==> src/rtl/multicycle_alu.sv <==
// multicycle_alu: single-cycle logic/shift/compare ops plus iterative shift-add multiply
// and restoring divide, with a valid/ready handshake on both the operation and the result.
module multicycle_alu #(
    parameter int WIDTH = 32,
    parameter int SHW   = $clog2(WIDTH)
) (
    input  logic             clk_i,
    input  logic             rst_i,
    input  logic             valid_i,
    output logic             ready_o,
    input  logic [WIDTH-1:0] data1_i,
    input  logic [WIDTH-1:0] data2_i,
    input  logic [3:0]       ALUCtrl_i,
    output logic             valid_o,
    input  logic             ready_i,
    output logic [WIDTH-1:0] data_o,
    output logic             Zero_o
);
    localparam int CW = $clog2(WIDTH);
    localparam logic [3:0] OP_MUL = 4'b0101, OP_MULHU = 4'b1011, OP_DIVU = 4'b1100, OP_REMU = 4'b1101;

    typedef enum logic [1:0] {IDLE, BUSY, DONE} state_t;
    state_t state_q, state_d;

    logic [CW-1:0]      cnt_q, cnt_d;
    logic [2*WIDTH-1:0] p_q, p_d, mul_next, div_next;
    logic [WIDTH-1:0]   b_q, b_d, data_q, data_d, alu_r;
    logic [3:0]         op_q, op_d;
    logic               zero_q, zero_d, zp_q, zp_d;
    logic               accept, is_mc, is_div, last, dge;
    logic [WIDTH:0]     msum, dtry, ddiff;
    logic [SHW-1:0]     sh;

    assign accept = valid_i && (state_q == IDLE);
    assign is_mc  = ALUCtrl_i inside {OP_MUL, OP_MULHU, OP_DIVU, OP_REMU};
    assign is_div = op_q inside {OP_DIVU, OP_REMU};
    assign last   = cnt_q == CW'(WIDTH - 1);
    assign sh     = data2_i[SHW-1:0];

    // p_q holds {accumulator, multiplier} for multiply and {remainder, quotient} for divide
    assign msum     = {1'b0, p_q[2*WIDTH-1:WIDTH]} + (p_q[0] ? {1'b0, b_q} : '0);
    assign mul_next = {msum, p_q[WIDTH-1:1]};
    assign dtry     = {p_q[2*WIDTH-1:WIDTH], p_q[WIDTH-1]};
    assign ddiff    = dtry - {1'b0, b_q};
    assign dge      = dtry >= {1'b0, b_q};
    assign div_next = {dge ? ddiff[WIDTH-1:0] : dtry[WIDTH-1:0], p_q[WIDTH-2:0], dge};

    always_comb begin
        case (ALUCtrl_i)
            4'b0000: alu_r = data1_i & data2_i;
            4'b0001: alu_r = data1_i ^ data2_i;
            4'b0010: alu_r = data1_i << sh;
            4'b0011: alu_r = data1_i + data2_i;
            4'b0100: alu_r = data1_i - data2_i;
            4'b0110: alu_r = data1_i | data2_i;
            4'b0111: alu_r = $signed(data1_i) >>> sh;
            4'b1000: alu_r = data1_i >> sh;
            4'b1001: alu_r = {{(WIDTH-1){1'b0}}, $signed(data1_i) < $signed(data2_i)};
            4'b1010: alu_r = {{(WIDTH-1){1'b0}}, data1_i < data2_i};
            default: alu_r = '0;
        endcase
    end

    always_ff @(posedge clk_i or negedge rst_i) begin
        if (!rst_i) state_q <= IDLE;
        else        state_q <= state_d;
    end

    always_comb begin
        state_d = state_q;
        case (state_q)
            IDLE:    state_d = accept ? (is_mc ? BUSY : DONE) : IDLE;
            BUSY:    state_d = last ? DONE : BUSY;
            DONE:    state_d = ready_i ? IDLE : DONE;
            default: state_d = IDLE;
        endcase
    end

    assign ready_o = state_q == IDLE;
    assign valid_o = state_q == DONE;
    assign data_o  = data_q;
    assign Zero_o  = zero_q;

    always_comb begin
        op_d   = op_q;
        b_d    = b_q;
        p_d    = p_q;
        cnt_d  = cnt_q;
        zp_d   = zp_q;
        data_d = data_q;
        zero_d = zero_q;
        if (accept) begin
            op_d  = ALUCtrl_i;
            b_d   = data2_i;
            p_d   = {{WIDTH{1'b0}}, data1_i};
            cnt_d = '0;
            zp_d  = data1_i == data2_i;
            if (!is_mc) begin
                data_d = alu_r;
                zero_d = data1_i == data2_i;
            end
        end else if (state_q == BUSY) begin
            p_d   = is_div ? div_next : mul_next;
            cnt_d = cnt_q + CW'(1);
            if (last) begin
                data_d = (op_q == OP_MUL || op_q == OP_DIVU) ? p_d[WIDTH-1:0] : p_d[2*WIDTH-1:WIDTH];
                zero_d = zp_q;
            end
        end
    end

    always_ff @(posedge clk_i or negedge rst_i) begin
        if (!rst_i) begin
            op_q   <= '0;
            b_q    <= '0;
            p_q    <= '0;
            cnt_q  <= '0;
            zp_q   <= 1'b0;
            data_q <= '0;
            zero_q <= 1'b0;
        end else begin
            op_q   <= op_d;
            b_q    <= b_d;
            p_q    <= p_d;
            cnt_q  <= cnt_d;
            zp_q   <= zp_d;
            data_q <= data_d;
            zero_q <= zero_d;
        end
    end
endmodule

==> config.mk <==
export PLATFORM = sky130hd
export DESIGN_NAME = multicycle_alu
export DESIGN_NICKNAME = d
export VERILOG_FILES = /design/src/rtl/multicycle_alu.sv
export SDC_FILE = /design/constraint.sdc
export NUM_CORES = 1
export LEC_CHECK = 0
export ABC_CLOCK_PERIOD_IN_PS = 5600
export CORE_MARGIN = 1.5
export CORE_UTILIZATION = 45
export CTS_CLUSTER_SIZE = 8
export DETAILED_ROUTE_END_ITERATION = 8
export HOLD_SLACK_MARGIN = 0.12
export PLACE_DENSITY = 0.7
export SLEW_MARGIN = 0
export SYNTH_ARGS = -nofsm -noshare
export SYNTH_HDL_FRONTEND = slang
export SYNTH_SLANG_ARGS = --single-unit
==> constraint.sdc <==
create_clock -name clk_i -period 5.6 [get_ports clk_i]
set_input_delay 0.84 -clock clk_i [delete_from_list [all_inputs] [get_ports clk_i]]
set_output_delay 0.84 -clock clk_i [all_outputs]
set_load 0.02 [all_outputs]
==> impl_metrics.yaml, run 1 <==
sta:
  relSlewSlack: 0.181
  period_share: 0.835
  fin_tns_setup_ps: 0
  slew_viol_final: 0
  fin_skew_ps: 12.0
  final-setup-viol-count: 0
  setup_slack_ps: 925
  period_needed_ps: 4680
  hold_viol: 0
  clock.fmax_ghz: 0.214
  rsz0062_at_grt: "false"
  worstMarginPinSlew_ps: 1230
clocking:
  clk_pin_slew_ps: 70
  cts_buffer_depth: 2
  cts_resized: 0
  clk_latency_ps: 450
  h-tree-depth: 4
  numCtsBuffers: 17
  cts_num_sinks: 141
  clock-root-buffer: "clkbuf_16"
  hold_buffers: 0
  cts_tree: "built"
  post-cts-setup-buffers: 0
setup_path:
  critPathKind: "in -> reg"
  r2r-end: "data_o[28]"
  crit_fanout: 13
  crit_arrival_ps: 4960
  rrSetupSlack_ps: 1130
  cp-startpoint: "data1_i[12]"
  r2r_start: "p_q[0]"
  startpoint_type: "primary input"
  cp-end-kind: "flop"
  crit_required_ps: 5890
  reg2reg_depth: 12
power_and_ir_drop:
  netSwitchingFraction: 0.515
  ir_drop_uv: 367
  p_per_area_mw_per_mm2: 423
  intPower_mw: 4.62
  p_clk_frac: 0.139
  power.share.sequential: 0.203
  pwr-share-comb: 0.657
  power_mw: 9.52
  switching_power_mw: 4.90
  p_leak_nw: 9.81
yosys:
  syn-num-nets: 2897
  synth_edf_count: 0
  yosys_warnings: 0
  synth_cell_types: 95
  ys_top_cells_by_area: "dfrtp_1, ha_1, o21ai_0, a21oi_1, mux2i_1"
  synth_seq_area_share: 0.175
  synth_top_cell_area_share: 0.175
  yosysTopAreaCell: "dfrtp_1"
  syn-cell-area_mm2: 0.0201
  ys.flop_type: "dfrtp_1"
  ys_seq_elements: 141
  avgSynthCellArea_um2: 7.60
  syn_inst: 2646
  postSynth.asyncResetShare: 1.00
job:
  max-cap-violations: 0
floorplanning:
  io_pins: 107
  fp.dieH_um: 214
  core_mm2: 0.0441
  die_area_mm2: 0.0460
  rows: 77
  die_w_um: 214
  start_util: 0.456
layout:
  fill_cells: 4349
  design_area_mm2: 0.0225
  multi_input_area_mm2: 0.0152
  post-route-util: 0.510
  nets: 2927
  drive_gt1_frac: 0.0837
  area_growth_pct: 12.0
  seqCellArea_mm2: 0.00353
placement:
  dp_hpwl_um: 73800
  dp_slack_ps: 553
  io_buffers: 106
  place.gp.congestion: 1.05
  dpl_cell_area_mm2: 0.0218
grt:
  grt_pass1_wl_um: 140000
  grt_max_degree: 97
  grt_remaining_overflow: 0
  grt_usage: 0.403
  grt_pass1_vias: 21255
  antenna_found_initial: 4
routing:
  wl_um: 95300
  avgViaCountPerCell: 6.87
  firstDrtPassIters: 6
  drt_iter0_drc: 2758
  ant_nets: 0
  wire_per_inst_um: 29.0
  vias: 22531
  drc: 0
run_status:
  status: "complete, no violations"
worst_hold_path:
  hp-class: "in -> async"
[stage by stage]
step,instances,hold WS (ps)
2_1_floorplan,2646,442
3_3_place_gp,3249,460
3_5_place_dp,3249,474
4_1_cts,3281,491
5_1_grt,3282,516
6_report,3282,462
[state kept, by name, indices dropped and copies added, names as in the netlist]
name and count:
p_q 64, data_o 32, b_q 32, zp_q 1, cnt_q 5, Zero_o 1, state_q 2, op_q 4
[worst max path at each step]
stage                            end  cells after the start
after global routing      data_o[26]                     12
final                     data_o[16]                     12
after floorplan           data_o[20]                     15
after detailed placement  data_o[16]                     12
after global placement    data_o[16]                     12
after CTS                 data_o[16]                     12
[cell usage after synthesis (13+ instances only)]
cell / number
dfrtp_1: 141
xnor2_1: 29
xor2_1: 19
mux2_2: 24
a22oi_1: 52
and3_1: 22
buf_2: 33
o21a_1: 23
o221ai_1: 22
buf_1: 21
o22ai_1: 15
nand2_1: 234
and2_1: 50
inv_1: 155
ha_1: 175
nor2_1: 240
nand2b_1: 28
a221o_1: 20
o31ai_1: 19
nor4_1: 14
a31oi_1: 33
nor3_1: 59
o211ai_1: 35
clkbuf_1: 122
o21ai_0: 241
nand3_1: 71
a21oi_1: 213
mux2i_1: 106
a21o_1: 45
nor2b_1: 17
mux4_2: 29
a211oi_1: 40
o311ai_0: 14
or3_1: 17
a221oi_1: 18
mux4_1: 13
o21bai_1: 16
a211o_1: 13
[worst max-delay path, cell delays in order]
cell and delay [ps]:
clkdlybuf4s50_1 940, inv_1 100, ha_1 420, or4_4 610, nor4_4 200, o211ai_2 260
nand3_2 180, a21o_1 230, nor2_1 70, o32a_1 340, o41ai_1 590, o211ai_1 170
[layout make-up]
class,instances,share of cell area
flip-flops and latches,141,0.157
clock buffers,22,0.0202
multi-input cells,2163,0.677
inverters,158,0.0263
well taps,592,0.0329
diodes,1,0.000111
clock inverters,10,0.00939
repair buffers,195,0.0772
[power groups by stage]
stage                     clock network, mW  registers (mW)  logic (mW)
final                                  1.33            1.94        6.26
after global routing                   1.37            1.97        6.74
after CTS                              1.34            1.91        6.11
after detailed placement                  0            1.92        6.08
after global placement                    0            1.92        5.99
after floorplan                           0            1.85        4.10
[placed cells by master (no fill, tap or decap), types with 24 or more instances in the layout]
cell	Yosys	routed
mux2i_1	106	106
nor3_1	59	58
mux4_2	29	29
a22oi_1	52	52
dfrtp_1	141	141
nand3_1	71	71
nor2_1	240	239
o211ai_1	35	35
a31oi_1	33	33
mux2_2	24	24
and2_1	50	48
ha_1	175	175
nand2_1	234	234
nand2b_1	28	27
inv_1	155	155
a211oi_1	40	40
a21o_1	45	45
o21ai_0	241	241
buf_4	3	88
xnor2_1	29	29
a21oi_1	213	213
clkdlybuf4s50_1	0	101
[per-layer routing]
metal / global-route usage / vias up / part of all wire
li1: - / 9929 / -
met1: 0.546 / 11065 / 0.42
met2: 0.638 / 1321 / 0.45
met3: 0.0664 / 212 / 0.088
met4: 0.163 / 4 / 0.040
met5: 0 / - / 0.00028
[cell families (layout without fill, tap and decap cells)]
logic type	after synthesis	count (layout)	synth area share
AOI/OAI and AO/OA	958	958	0.319
xor gates and xnor gates	48	48	0.0209
adders and majority gates	179	179	0.113
buffers and inverters	342	385	0.0683
DFF	141	141	0.175
muxes	172	172	0.116
other	0	1	0
and+or+nand+nor	806	806	0.188
Power figures use the tool's default switching activity.
==> run 2: changes to the inputs <==
--- a/config.mk
+++ b/config.mk
@@ -5,7 +5,7 @@
 export SDC_FILE = /design/constraint.sdc
 export NUM_CORES = 1
 export LEC_CHECK = 0
-export ABC_CLOCK_PERIOD_IN_PS = 5600
+export ABC_CLOCK_PERIOD_IN_PS = 4400
 export CORE_MARGIN = 1.5
 export CORE_UTILIZATION = 45
 export CTS_CLUSTER_SIZE = 8
==> constraint.sdc (replaced) <==
create_clock -name clk_i -period 4.4 [get_ports clk_i]
set_input_delay 0.66 -clock clk_i [delete_from_list [all_inputs] [get_ports clk_i]]
set_output_delay 0.66 -clock clk_i [all_outputs]
set_load 0.02 [all_outputs]
==> impl_metrics.yaml, run 2 (synthesis results as in run 1) <==
routing:
  firstDrtPassIters: 7
  drt_iter0_drc: 2984
  avgViaCountPerCell: 6.79
  wl_um: 98700
  wire_per_inst_um: 29.1
  ant_nets: 0
  vias: 23037
  drc: 0
setup_path:
  cp_top_family: "compound AO/OA/AOI/OAI gates"
  r2r_start: "p_q[0]"
  crit_fanout: 4
  critPathKind: "in -> reg"
  slowest_delay_ps: 860
  startpoint_type: "primary input"
  cp.buffers_inverters: 3
  slowest_stage: "a2111oi_0"
  crit_required_ps: 4730
  crit_arrival_ps: 4520
  cp-startpoint: "data1_i[23]"
  cp_cell_sequence: "clkdlybuf4s50_1 -> inv_1 -> ha_1 -> inv_1 -> a21o_1 -> a2111oi_0 -> o21ai_0 -> a211oi_1 -> o21bai_1 -> a2111oi_0 -> o221a_2 -> o21ai_1"
  cp-end-kind: "flop"
clocking:
  h-tree-depth: 4
  clock-root-buffer: "clkbuf_16"
  clk_pin_slew_ps: 60
  cts_num_sinks: 141
  hold_buffers: 0
  numCtsBuffers: 17
  post-cts-setup-buffers: 0
  cts_resized: 0
  cts_tree: "built"
  clk_latency_ps: 460
  cts_buffer_depth: 2
placement:
  dp_hpwl_um: 77400
  io_buffers: 106
  place.gp.congestion: 1.06
sta:
  fin_skew_ps: 16.9
  fin_tns_setup_ps: 0
  clock.fmax_ghz: 0.238
  worstMarginPinSlew_ps: 1110
  period_share: 0.954
  final-setup-viol-count: 0
  hold_viol: 0
  rsz0062_at_grt: "false"
  relSlewSlack: 0.255
  slew_viol_final: 0
  period_needed_ps: 4200
layout:
  mostFrequentLayoutCells: "o21ai_0, nor2_1, nand2_1"
  final_common_cell: "o21ai_0"
  drive_gt1_frac: 0.121
  seqCellArea_mm2: 0.00353
  fill_cells: 4339
  multi_input_area_mm2: 0.0152
  top_register: "p_q"
  area_growth_pct: 16.1
  largest_register_ffs: 64
  post-route-util: 0.529
  nets: 3039
power_and_ir_drop:
  power.share.sequential: 0.199
  intPower_mw: 5.84
  pwr-share-comb: 0.673
  ir_drop_uv: 478
  p_per_area_mw_per_mm2: 522
  p_clk_frac: 0.129
  netSwitchingFraction: 0.520
  p_leak_nw: 10.3
  switching_power_mw: 6.34
grt:
  grt_pass1_vias: 22020
  grt_max_degree: 105
  grt_usage: 0.420
  grt_remaining_overflow: 0
  grt_pass1_wl_um: 145000
  antenna_found_initial: 3
run_status:
  status: "complete, no violations"
floorplanning:
  fp.dieH_um: 214
  rows: 77
  core_mm2: 0.0441
  start_util: 0.456
  die_w_um: 214
  die_area_mm2: 0.0460
  io_pins: 107
job:
  max-cap-violations: 0
worst_hold_path:
  hp-class: "in -> async"
run 2: cell types whose count changed in the layout (fill, tap and decap cells not counted), sizes merged:
cell | previous run | this run
inv | 156 | 160
buf | 94 | 206
bufinv | 6 | 3
clkinvlp | 0 | 3
clkbuf | 22 | 18
run 2: worst paths after layout:
check / to / slack, ps / depth (start not counted)
max reg2reg: data_o[25] / 440 / 14
max in group asynchronous: p_q[50] / 3040 / 2
min in group clk_i: op_q[2] / 480 / 2
min reg2reg: op_q[2] / 480 / 2
max: data_o[28] / 200 / 12
min: b_q[25] / 290 / 1
run 2: metal layers:
metal / vias to the layer above / wire length [um] / GRT usage
met5: - / 0 / 0
met4: 0 / 5000 / 0.193
met3: 257 / 8940 / 0.0651
met2: 1427 / 43800 / 0.661
met1: 11206 / 41000 / 0.565
li1: 10147 / - / -
run 2: power groups by stage:
stage / Combinational, mW / Clock, mW / Sequential (mW)
after floorplan: 5.22 / 0 / 2.36
after global placement: 7.82 / 0 / 2.40
after detailed placement: 7.95 / 0 / 2.41
after CTS: 8.00 / 1.57 / 2.40
after global routing: 8.81 / 1.62 / 2.47
final: 8.20 / 1.57 / 2.42
run 2: layout make-up:
cell class / count / share of cell area
tap: 592 / 0.0317
multi-input combinational: 2163 / 0.653
timing repair buffer: 307 / 0.113
clock buffer: 18 / 0.0184
sequential: 141 / 0.151
inverter: 158 / 0.0254
antenna: 1 / 0.000107
clock inverter: 14 / 0.00793
run 2: worst register-to-register path, delay by kind of cell, from the launching register on:
kind	cells	cell delay, ps
flops	1	700
compound gates	6	1530
simple gates	2	430
buf+inv	2	280
fa+ha+maj	2	610
mux	1	110
xor+xnor	1	230
run 2: stage by stage:
step           cells  area [um^2]  hold WS (ps)  power, mW  worst slack [ps]
4_1_cts         3393        23300           391       12.0               304
3_5_place_dp    3361        22700           467       10.4              -138
3_3_place_gp    3361        22700           464       10.2              -157
5_1_grt         3394        23300           411       12.9              46.9
2_1_floorplan   2646        20100           364       7.58               292
6_report        3394        23300           287       12.2               203
